$ cat src/rtl/instr_fetch_if.sv
// Register-file, memory-bus and instruction-output signals of the fetch unit.
// The master side is the fetch unit; the slave side is its environment.
typedef enum logic [2:0] {
  RR_BC = 3'd0,
  RR_DE = 3'd1,
  RR_HL = 3'd2,
  RR_SP = 3'd3,
  RR_PC = 3'd4
} register_nn_t;

interface instr_fetch_if;
  localparam int unsigned AW = 16;
  localparam int unsigned DW = 8;

  logic            rf_read_rr;
  register_nn_t    rf_read_reg_rr;
  logic [AW-1:0]   rf_pc_in;
  logic            rf_write_rr;
  register_nn_t    rf_write_reg_rr;
  logic [AW-1:0]   rf_data_rr;

  logic            mem_rd;
  logic [AW-1:0]   mem_addr;
  logic            mem_ready;
  logic [DW-1:0]   mem_rdata;

  logic            out_valid;
  logic            out_ready;
  logic [DW-1:0]   opcode;
  logic [AW-1:0]   imm;
  logic            is_cb;
  logic [AW-1:0]   fetch_pc;

  modport master (
    output rf_read_rr, rf_read_reg_rr, rf_write_rr, rf_write_reg_rr, rf_data_rr,
    input  rf_pc_in,
    output mem_rd, mem_addr,
    input  mem_ready, mem_rdata,
    output out_valid, opcode, imm, is_cb, fetch_pc,
    input  out_ready
  );

  modport slave (
    input  rf_read_rr, rf_read_reg_rr, rf_write_rr, rf_write_reg_rr, rf_data_rr,
    output rf_pc_in,
    input  mem_rd, mem_addr,
    output mem_ready, mem_rdata,
    input  out_valid, opcode, imm, is_cb, fetch_pc,
    output out_ready
  );
endinterface

$ cat src/rtl/instr_fetch.sv
// Instruction fetch: reads PC, fetches 1..3 bytes (plus an optional prefix)
// over a byte bus, advances PC per byte and presents the decoded instruction.
module instr_fetch #(
  parameter logic [7:0] PREFIX_BYTE = 8'hCB
) (
  input  logic          clk,
  input  logic          rst,
  input  logic          start,
  input  logic [1:0]    count,
  input  logic          flush,
  output logic          busy,
  instr_fetch_if.master bus
);
  localparam int unsigned AW = 16;
  localparam int unsigned CW = 2;

  typedef enum logic [1:0] {IDLE, ADDR, BUS, DONE} state_t;

  state_t        state, state_nxt;
  logic [CW-1:0] remain;
  logic [CW-1:0] slot;
  logic          do_start, do_addr, do_capture, is_prefix;

  assign bus.rf_read_reg_rr  = RR_PC;
  assign bus.rf_write_reg_rr = RR_PC;

  always_ff @(posedge clk or posedge rst) begin
    if (rst) state <= IDLE;
    else     state <= state_nxt;
  end

  // Next state plus the combinational register-file strobes.
  always_comb begin
    state_nxt       = state;
    do_start        = 1'b0;
    do_addr         = 1'b0;
    do_capture      = 1'b0;
    is_prefix       = 1'b0;
    bus.rf_read_rr  = 1'b0;
    bus.rf_write_rr = 1'b0;
    case (state)
      IDLE: begin
        if (start && count != CW'(0)) begin
          do_start  = 1'b1;
          state_nxt = ADDR;
        end
      end
      ADDR: begin
        bus.rf_read_rr = 1'b1;
        do_addr        = 1'b1;
        state_nxt      = BUS;
      end
      BUS: begin
        if (bus.mem_ready) begin
          bus.rf_write_rr = 1'b1;
          do_capture      = 1'b1;
          if (slot == CW'(0) && !bus.is_cb && bus.mem_rdata == PREFIX_BYTE) begin
            is_prefix = 1'b1;
            state_nxt = ADDR;
          end else begin
            state_nxt = (remain == CW'(1)) ? DONE : ADDR;
          end
        end
      end
      DONE: begin
        if (bus.out_ready) state_nxt = IDLE;
      end
      default: state_nxt = IDLE;
    endcase
    // Flush beats everything, including a byte arriving this cycle.
    if (flush) begin
      state_nxt       = IDLE;
      do_start        = 1'b0;
      do_addr         = 1'b0;
      do_capture      = 1'b0;
      bus.rf_write_rr = 1'b0;
    end
  end

  always_ff @(posedge clk or posedge rst) begin
    if (rst) begin
      busy           <= 1'b0;
      bus.mem_rd     <= 1'b0;
      bus.out_valid  <= 1'b0;
      bus.mem_addr   <= '0;
      bus.rf_data_rr <= '0;
      bus.fetch_pc   <= '0;
      bus.opcode     <= '0;
      bus.imm        <= '0;
      bus.is_cb      <= 1'b0;
      remain         <= '0;
      slot           <= '0;
    end else begin
      busy          <= (state_nxt != IDLE);
      bus.mem_rd    <= (state_nxt == BUS);
      bus.out_valid <= (state_nxt == DONE);
      if (do_start) begin
        bus.opcode <= '0;
        bus.imm    <= '0;
        bus.is_cb  <= 1'b0;
        remain     <= count;
        slot       <= '0;
      end
      // mem_addr doubles as the address register; PC+1 is staged for the write.
      if (do_addr) begin
        bus.mem_addr   <= bus.rf_pc_in;
        bus.rf_data_rr <= bus.rf_pc_in + AW'(1);
        if (slot == CW'(0) && !bus.is_cb) bus.fetch_pc <= bus.rf_pc_in;
      end
      if (do_capture) begin
        if (is_prefix) begin
          bus.is_cb <= 1'b1;
        end else begin
          case (slot)
            CW'(0):  bus.opcode    <= bus.mem_rdata;
            CW'(1):  bus.imm[7:0]  <= bus.mem_rdata;
            default: bus.imm[15:8] <= bus.mem_rdata;
          endcase
          slot   <= slot + CW'(1);
          remain <= remain - CW'(1);
        end
      end
    end
  end
endmodule

$ cat src/flat_wrapper.sv
// flat-port wrapper written by rule: the top's interface ports become plain ports
module instr_fetch_flat 
#(
  parameter logic [7:0] PREFIX_BYTE = 8'hCB
)
  (clk, rst, start, count, flush, busy, bus_rf_read_rr, bus_rf_read_reg_rr, bus_rf_write_rr, bus_rf_write_reg_rr, bus_rf_data_rr, bus_rf_pc_in, bus_mem_rd, bus_mem_addr, bus_mem_ready, bus_mem_rdata, bus_out_valid, bus_opcode, bus_imm, bus_is_cb, bus_fetch_pc, bus_out_ready);
  instr_fetch_if bus_i ();
  input  logic clk;
  input  logic rst;
  input  logic start;
  input  logic [1:0] count;
  input  logic flush;
  output logic busy;
  output wire logic [$bits(bus_i.rf_read_rr)-1:0] bus_rf_read_rr;
  output wire logic [$bits(bus_i.rf_read_reg_rr)-1:0] bus_rf_read_reg_rr;
  output wire logic [$bits(bus_i.rf_write_rr)-1:0] bus_rf_write_rr;
  output wire logic [$bits(bus_i.rf_write_reg_rr)-1:0] bus_rf_write_reg_rr;
  output wire logic [$bits(bus_i.rf_data_rr)-1:0] bus_rf_data_rr;
  input wire logic [$bits(bus_i.rf_pc_in)-1:0] bus_rf_pc_in;
  output wire logic [$bits(bus_i.mem_rd)-1:0] bus_mem_rd;
  output wire logic [$bits(bus_i.mem_addr)-1:0] bus_mem_addr;
  input wire logic [$bits(bus_i.mem_ready)-1:0] bus_mem_ready;
  input wire logic [$bits(bus_i.mem_rdata)-1:0] bus_mem_rdata;
  output wire logic [$bits(bus_i.out_valid)-1:0] bus_out_valid;
  output wire logic [$bits(bus_i.opcode)-1:0] bus_opcode;
  output wire logic [$bits(bus_i.imm)-1:0] bus_imm;
  output wire logic [$bits(bus_i.is_cb)-1:0] bus_is_cb;
  output wire logic [$bits(bus_i.fetch_pc)-1:0] bus_fetch_pc;
  input wire logic [$bits(bus_i.out_ready)-1:0] bus_out_ready;
  assign bus_rf_read_rr = bus_i.rf_read_rr;
  assign bus_rf_read_reg_rr = bus_i.rf_read_reg_rr;
  assign bus_rf_write_rr = bus_i.rf_write_rr;
  assign bus_rf_write_reg_rr = bus_i.rf_write_reg_rr;
  assign bus_rf_data_rr = bus_i.rf_data_rr;
  assign bus_i.rf_pc_in = bus_rf_pc_in;
  assign bus_mem_rd = bus_i.mem_rd;
  assign bus_mem_addr = bus_i.mem_addr;
  assign bus_i.mem_ready = bus_mem_ready;
  assign bus_i.mem_rdata = bus_mem_rdata;
  assign bus_out_valid = bus_i.out_valid;
  assign bus_opcode = bus_i.opcode;
  assign bus_imm = bus_i.imm;
  assign bus_is_cb = bus_i.is_cb;
  assign bus_fetch_pc = bus_i.fetch_pc;
  assign bus_i.out_ready = bus_out_ready;
  instr_fetch #(.PREFIX_BYTE(PREFIX_BYTE)) u_core (.clk(clk), .rst(rst), .start(start), .count(count), .flush(flush), .busy(busy), .bus(bus_i));
endmodule
$ cat config.mk
export PLATFORM = sky130hd
export DESIGN_NAME = instr_fetch_flat
export DESIGN_NICKNAME = d
export VERILOG_FILES = /design/src/rtl/instr_fetch_if.sv /design/src/rtl/instr_fetch.sv /design/src/flat_wrapper.sv
export SDC_FILE = /design/constraint.sdc
export NUM_CORES = 1
export LEC_CHECK = 0
export ABC_AREA = 1
export CORE_MARGIN = 5
export CORE_UTILIZATION = 47
export DETAILED_ROUTE_END_ITERATION = 10
export GPL_TIMING_DRIVEN = 0
export PLACE_DENSITY = 0.8
export REMOVE_ABC_BUFFERS = 1
export SLEW_MARGIN = 20
export SYNTH_ARGS = -nofsm -noshare
export SYNTH_HDL_FRONTEND = slang
export SYNTH_SLANG_ARGS = --single-unit
$ cat constraint.sdc
create_clock -name clk -period 3.4 [get_ports clk]
set_input_delay 0.68 -clock clk [delete_from_list [all_inputs] [get_ports clk]]
set_output_delay 0.68 -clock clk [all_outputs]
set_load 0.05 [all_outputs]
After elaboration in Yosys (flattened, before gate mapping) --
Index checks and enable logic that the tools add are counted.
Storage, ports and cells: bits of input ports 32, output and inout bits 84, register bits 82
Cells by class: add/subtract/negate cells 3, reduce and logical (&&, ||, !) cells 10, eq/ne operators 8, muxes and demuxes 36
Operators with widths (count):
- two-way mux 16 bit | 3
- two-way mux 8 bit | 6
- two-way mux 2 bit | 12
- adder 16 x 1 -> 16 bit (second input constant) | 1
- two-way mux 1 bit | 14
- == test 2 bit (second input constant) | 4
- == test 8 bit (second input constant) | 1
- case mux 2 bit (4 select lines) | 1
- == test 2 x 1 -> 1 bit (second input constant) | 3
- logical NOT 2 bit | 2
- nonzero test 2 bit | 2
- logical AND 1 bit | 3
- adder 2 x 1 -> 2 bit (second input constant) | 1
- AND reduction 2 bit | 1
- OR reduction 2 bit | 1
- subtractor 2 x 1 -> 2 bit (second input constant) | 1
- logical NOT 1 bit | 1

Longest topological paths before layout --
depth in word-level cells 9, depth in mapped cells 9, mapped depth without buffers 8

Worst setup path before layout --
OpenSTA, ideal clock, no wires.
kind reg2reg, start point reg u_core.state[1], end point reg u_core.bus.rf_data_rr[2], library setup time 0.125 ns, arrival time 1.853 ns, cell stages (with the launch flop) 7, path slack 1.422 ns, cell sequence dfrtp_1 -> nor2_1 -> nand2_1 -> buf_4 -> buf_6 -> nand2_1 -> o31ai_1
On the way: cells in the longest elaborated chain, start to end 3
RTL lines:
- from (decl) | line instr_fetch.sv:19 | state_t state, state_nxt;
- from (signal assigned) | line instr_fetch.sv:29 | else state <= state_nxt;
- == test 2 x 1 -> 1 bit
- two-way mux 1 bit
- net bus_rf_read_rr | line flat_wrapper.sv:14 | output wire logic [$bits(bus_i.rf_read_rr)-1:0] bus_rf_read_rr;
- two-way mux 1 bit | line instr_fetch.sv:71 | if (flush) begin
- to (signal assigned) | line instr_fetch.sv:107 | bus.rf_data_rr <= bus.rf_pc_in + AW'(1);
- to (decl) | line instr_fetch_if.sv:35 | output rf_read_rr, rf_read_reg_rr, rf_write_rr, rf_write_reg_rr, rf_data_rr,
The timed path passes the listed nets, and every way through them passes these cells. A chain may end at the register's enable or synchronous reset.

Worst setup path after layout --
start point in flush, end point out bus_rf_write_rr
On the way: cells in the longest elaborated chain, start to end 1
RTL lines:
- from (decl) | line flat_wrapper.sv:12 | input logic flush;
- two-way mux 1 bit | line instr_fetch.sv:71
- to (decl) | line flat_wrapper.sv:16 | output wire logic [$bits(bus_i.rf_write_rr)-1:0] bus_rf_write_rr;
No other way between the ends.

==> impl_metrics.py <==
metrics = {
    "run_status": {
        "status": "completed",
    },
    "synth": {
        "synth_top_area_share_pct": 52.6,
        "yosys.area.top_type": "dfrtp_1",
        "synth-seq-cells": 82,
        "yosys-top-cells-count": "nand2_1, dfrtp_1, inv_1",
        "synth_warnings": 0,
        "async_flop_share_pct": 100,
        "synth_edf_count": 0,
        "synth_area_leaders": "dfrtp_1, nand2_1, inv_1, nand3_1, o21ai_0",
        "synthCells": 478,
        "ys.flop_type": "dfrtp_1",
        "yosysUniqueCellTypes": 28,
        "ys_seq_area_share_pct": 52.6,
        "synth_area_um2": 3900,
        "synthMostInstantiatedCell": "nand2_1",
        "synth_area_per_cell_um2": 8.17,
    },
    "routing": {
        "via_count": 3453,
        "wl_met2_um": 4670,
        "wl_um": 9760,
        "drc": 0,
        "firstDrtPassIters": 5,
        "wl_met1_um": 4120,
        "wl_per_cell_um": 14.2,
        "ant_nets": 0,
        "avgViaCountPerCell": 5.02,
        "drt_iter0_markers": 123,
        "top_layer": "met4",
        "met3_length_um": 808,
    },
    "cts": {
        "cts_tree": "built",
        "post_cts_buffers": 0,
        "clkSinkCount": 82,
        "ctsHoldBuffers": 0,
        "clk_latency_ps": 350,
        "post_cts_resized": 0,
        "clockRootBuffer": "clkbuf_8",
        "cts_max_level": 3,
        "cts_made_buffers": 9,
        "clock_path_buffers": 2,
        "clkTransAtPathRegs_ps": 90,
    },
    "final_layout": {
        "final_cell_area_um2": 5200,
        "antenna_cells": 0,
        "filler_cell_count": 695,
        "multi_input_area_um2": 1490,
        "syn2layout_area_growth_pct": 33.3,
        "finalNetCount": 614,
        "regArea_um2": 2050,
        "drive_above_1_share_pct": 5.15,
    },
    "power": {
        "powerDensity_nw_per_um2": 677,
        "combPwrFrac_pct": 44.4,
        "power_mw": 3.52,
        "power.share.clock_pct": 18.3,
        "seq_power_share_pct": 37.3,
        "p_switching_mw": 1.55,
        "switching_share_pct": 44.1,
        "intPower_mw": 1.97,
        "p_leak_nw": 2.64,
        "peakVddDrop_v": 0.000233,
    },
    "worst_setup_path": {
        "slowest_stage": "clkdlybuf4s50_1",
        "cp.arrival_ps": 2580,
        "slowest_delay_ps": 880,
        "crit_path_start_kind": "input pin",
        "endpoint_kind": "primary output",
        "crit_fanout": 28,
        "crit_top_cell": "clkdlybuf4s50_1",
        "path_class": "in -> out",
        "path_cells": "clkdlybuf4s50_1 > nor2_8 > clkdlybuf4s50_1",
        "rrSetupSlack_ps": 860,
        "critPathRequiredTime_ps": 2720,
    },
    "floorplan": {
        "design.die.area_um2": 10200,
        "start_util_pct": 48.0,
        "rows": 33,
        "die_x_um": 101,
        "coreArea_um2": 8130,
        "boundaryPins": 116,
        "die_h_um": 101,
    },
    "timing": {
        "finalSetupViolations": 0,
        "hold_viol_final": 0,
        "finalSetupTns_ps": 0,
        "hold_ws_ps": 487,
        "min_period_over_period_pct": 95.8,
        "tightestPinTransition_ps": 984,
        "rsz0062_at_grt": "false",
        "post-route-min-period_ps": 3260,
        "slew_viol_final": 0,
        "clock_skew_ps": 10.3,
        "max_slew_margin_pct": 34.3,
        "fmax_ghz": 0.307,
    },
    "flow_run": {
        "cap_viol_max_count": 0,
    },
    "global_routing": {
        "grt_overflow": 0,
        "grt_pass1_vias": 3327,
        "track_usage_pct": 19.2,
        "antenna_found_initial": 0,
        "grt_pass1_wl_um": 15700,
        "grt_max_degree": 44,
    },
    "placement": {
        "dp_hpwl_um": 7190,
        "post_dp_cell_area_um2": 5020,
        "io_buffers": 109,
        "gp_congestion": 0.820,
    },
    "min_path": {
        "hold_class": "reg -> reg",
    },
}
layer usage:
metal	up-vias	GRT usage [%]
li1	1700	-
met2	129	31.6
met3	15	5.17
met1	1609	24.6
met4	0	6.44
met5	-	0
layout by cell type, fill, tap and decap left out, types with 5 or more instances in the layout:
cell type and n:
o21ai_0 39, nand4_1 22, nor2_1 34, clkbuf_8 10, dfrtp_1 82, nand3_1 39
nand2_1 151, inv_1 53, o21ai_1 5, conb_1 6, clkdlybuf4s50_1 109
stage by stage:
| stage | setup WS (ps) | std cells | utilization [%] |
|---|---|---|---|
| floorplan | 612 | 456 | - |
| global placement | -640 | 670 | 61.1 |
| detailed placement | 152 | 672 | 61.7 |
| CTS | 139 | 688 | 64.0 |
| global route | 81.4 | 688 | 64.0 |
| finish | 144 | 688 | 64.0 |
worst paths after layout:
check                                             from                      end  cells past startpoint
worst max-delay path                             flush          bus_rf_write_rr                      3
worst min-delay path            u_core.bus.fetch_pc[7]   u_core.bus.fetch_pc[7]                      2
worst max register to register          u_core.slot[0]           u_core.slot[1]                      8
worst min register to register  u_core.bus.fetch_pc[7]   u_core.bus.fetch_pc[7]                      2
max in group asynchronous                          rst  u_core.bus.fetch_pc[11]                      3
min in group asynchronous                          rst     u_core.bus.out_valid                      2
critical path: cells and delay by family:
family,cells,cell delay [ps]
buffers and inverters,2,1460
and+or+nand+nor,1,420
kinds of logic after synthesis:
logic type | Yosys count | share of synthesized area [%]
compound gates | 47 | 6.22
xor+xnor | 3 | 0.673
fa+ha+maj | 4 | 1.28
buf+inv | 81 | 9.68
flops | 82 | 52.6
other cells | 2 | 0.192
simple gates | 259 | 29.4
flip-flops by register name, summed over array words and instances (netlist names), 2 cells and up:
register               cells
u_core.bus.opcode          8
u_core.slot                2
u_core.remain              2
u_core.state               2
u_core.bus.mem_addr       16
u_core.bus.fetch_pc       16
u_core.bus.rf_data_rr     16
u_core.bus.imm            16
final cells by class:
cell class / instances / area share (%)
inverters: 55 / 4.02
clock buffers: 11 / 2.72
clock inverters: 5 / 0.746
well taps: 105 / 2.53
repair buffers: 111 / 21.9
flip-flops and latches: 82 / 39.4
multi-input cells: 319 / 28.7
power groups by stage:
| stage | registers, mW | clock network [mW] | logic, mW |
|---|---|---|---|
| after detailed placement | 1.33 | 0 | 1.58 |
| after global placement | 1.32 | 0 | 1.54 |
| after floorplan | 2.04 | 0 | 0.286 |
| final | 1.31 | 0.646 | 1.56 |
| after global routing | 1.35 | 0.705 | 1.64 |
| after CTS | 1.31 | 0.662 | 1.58 |
No activity file was read; power rests on OpenSTA's default activity.
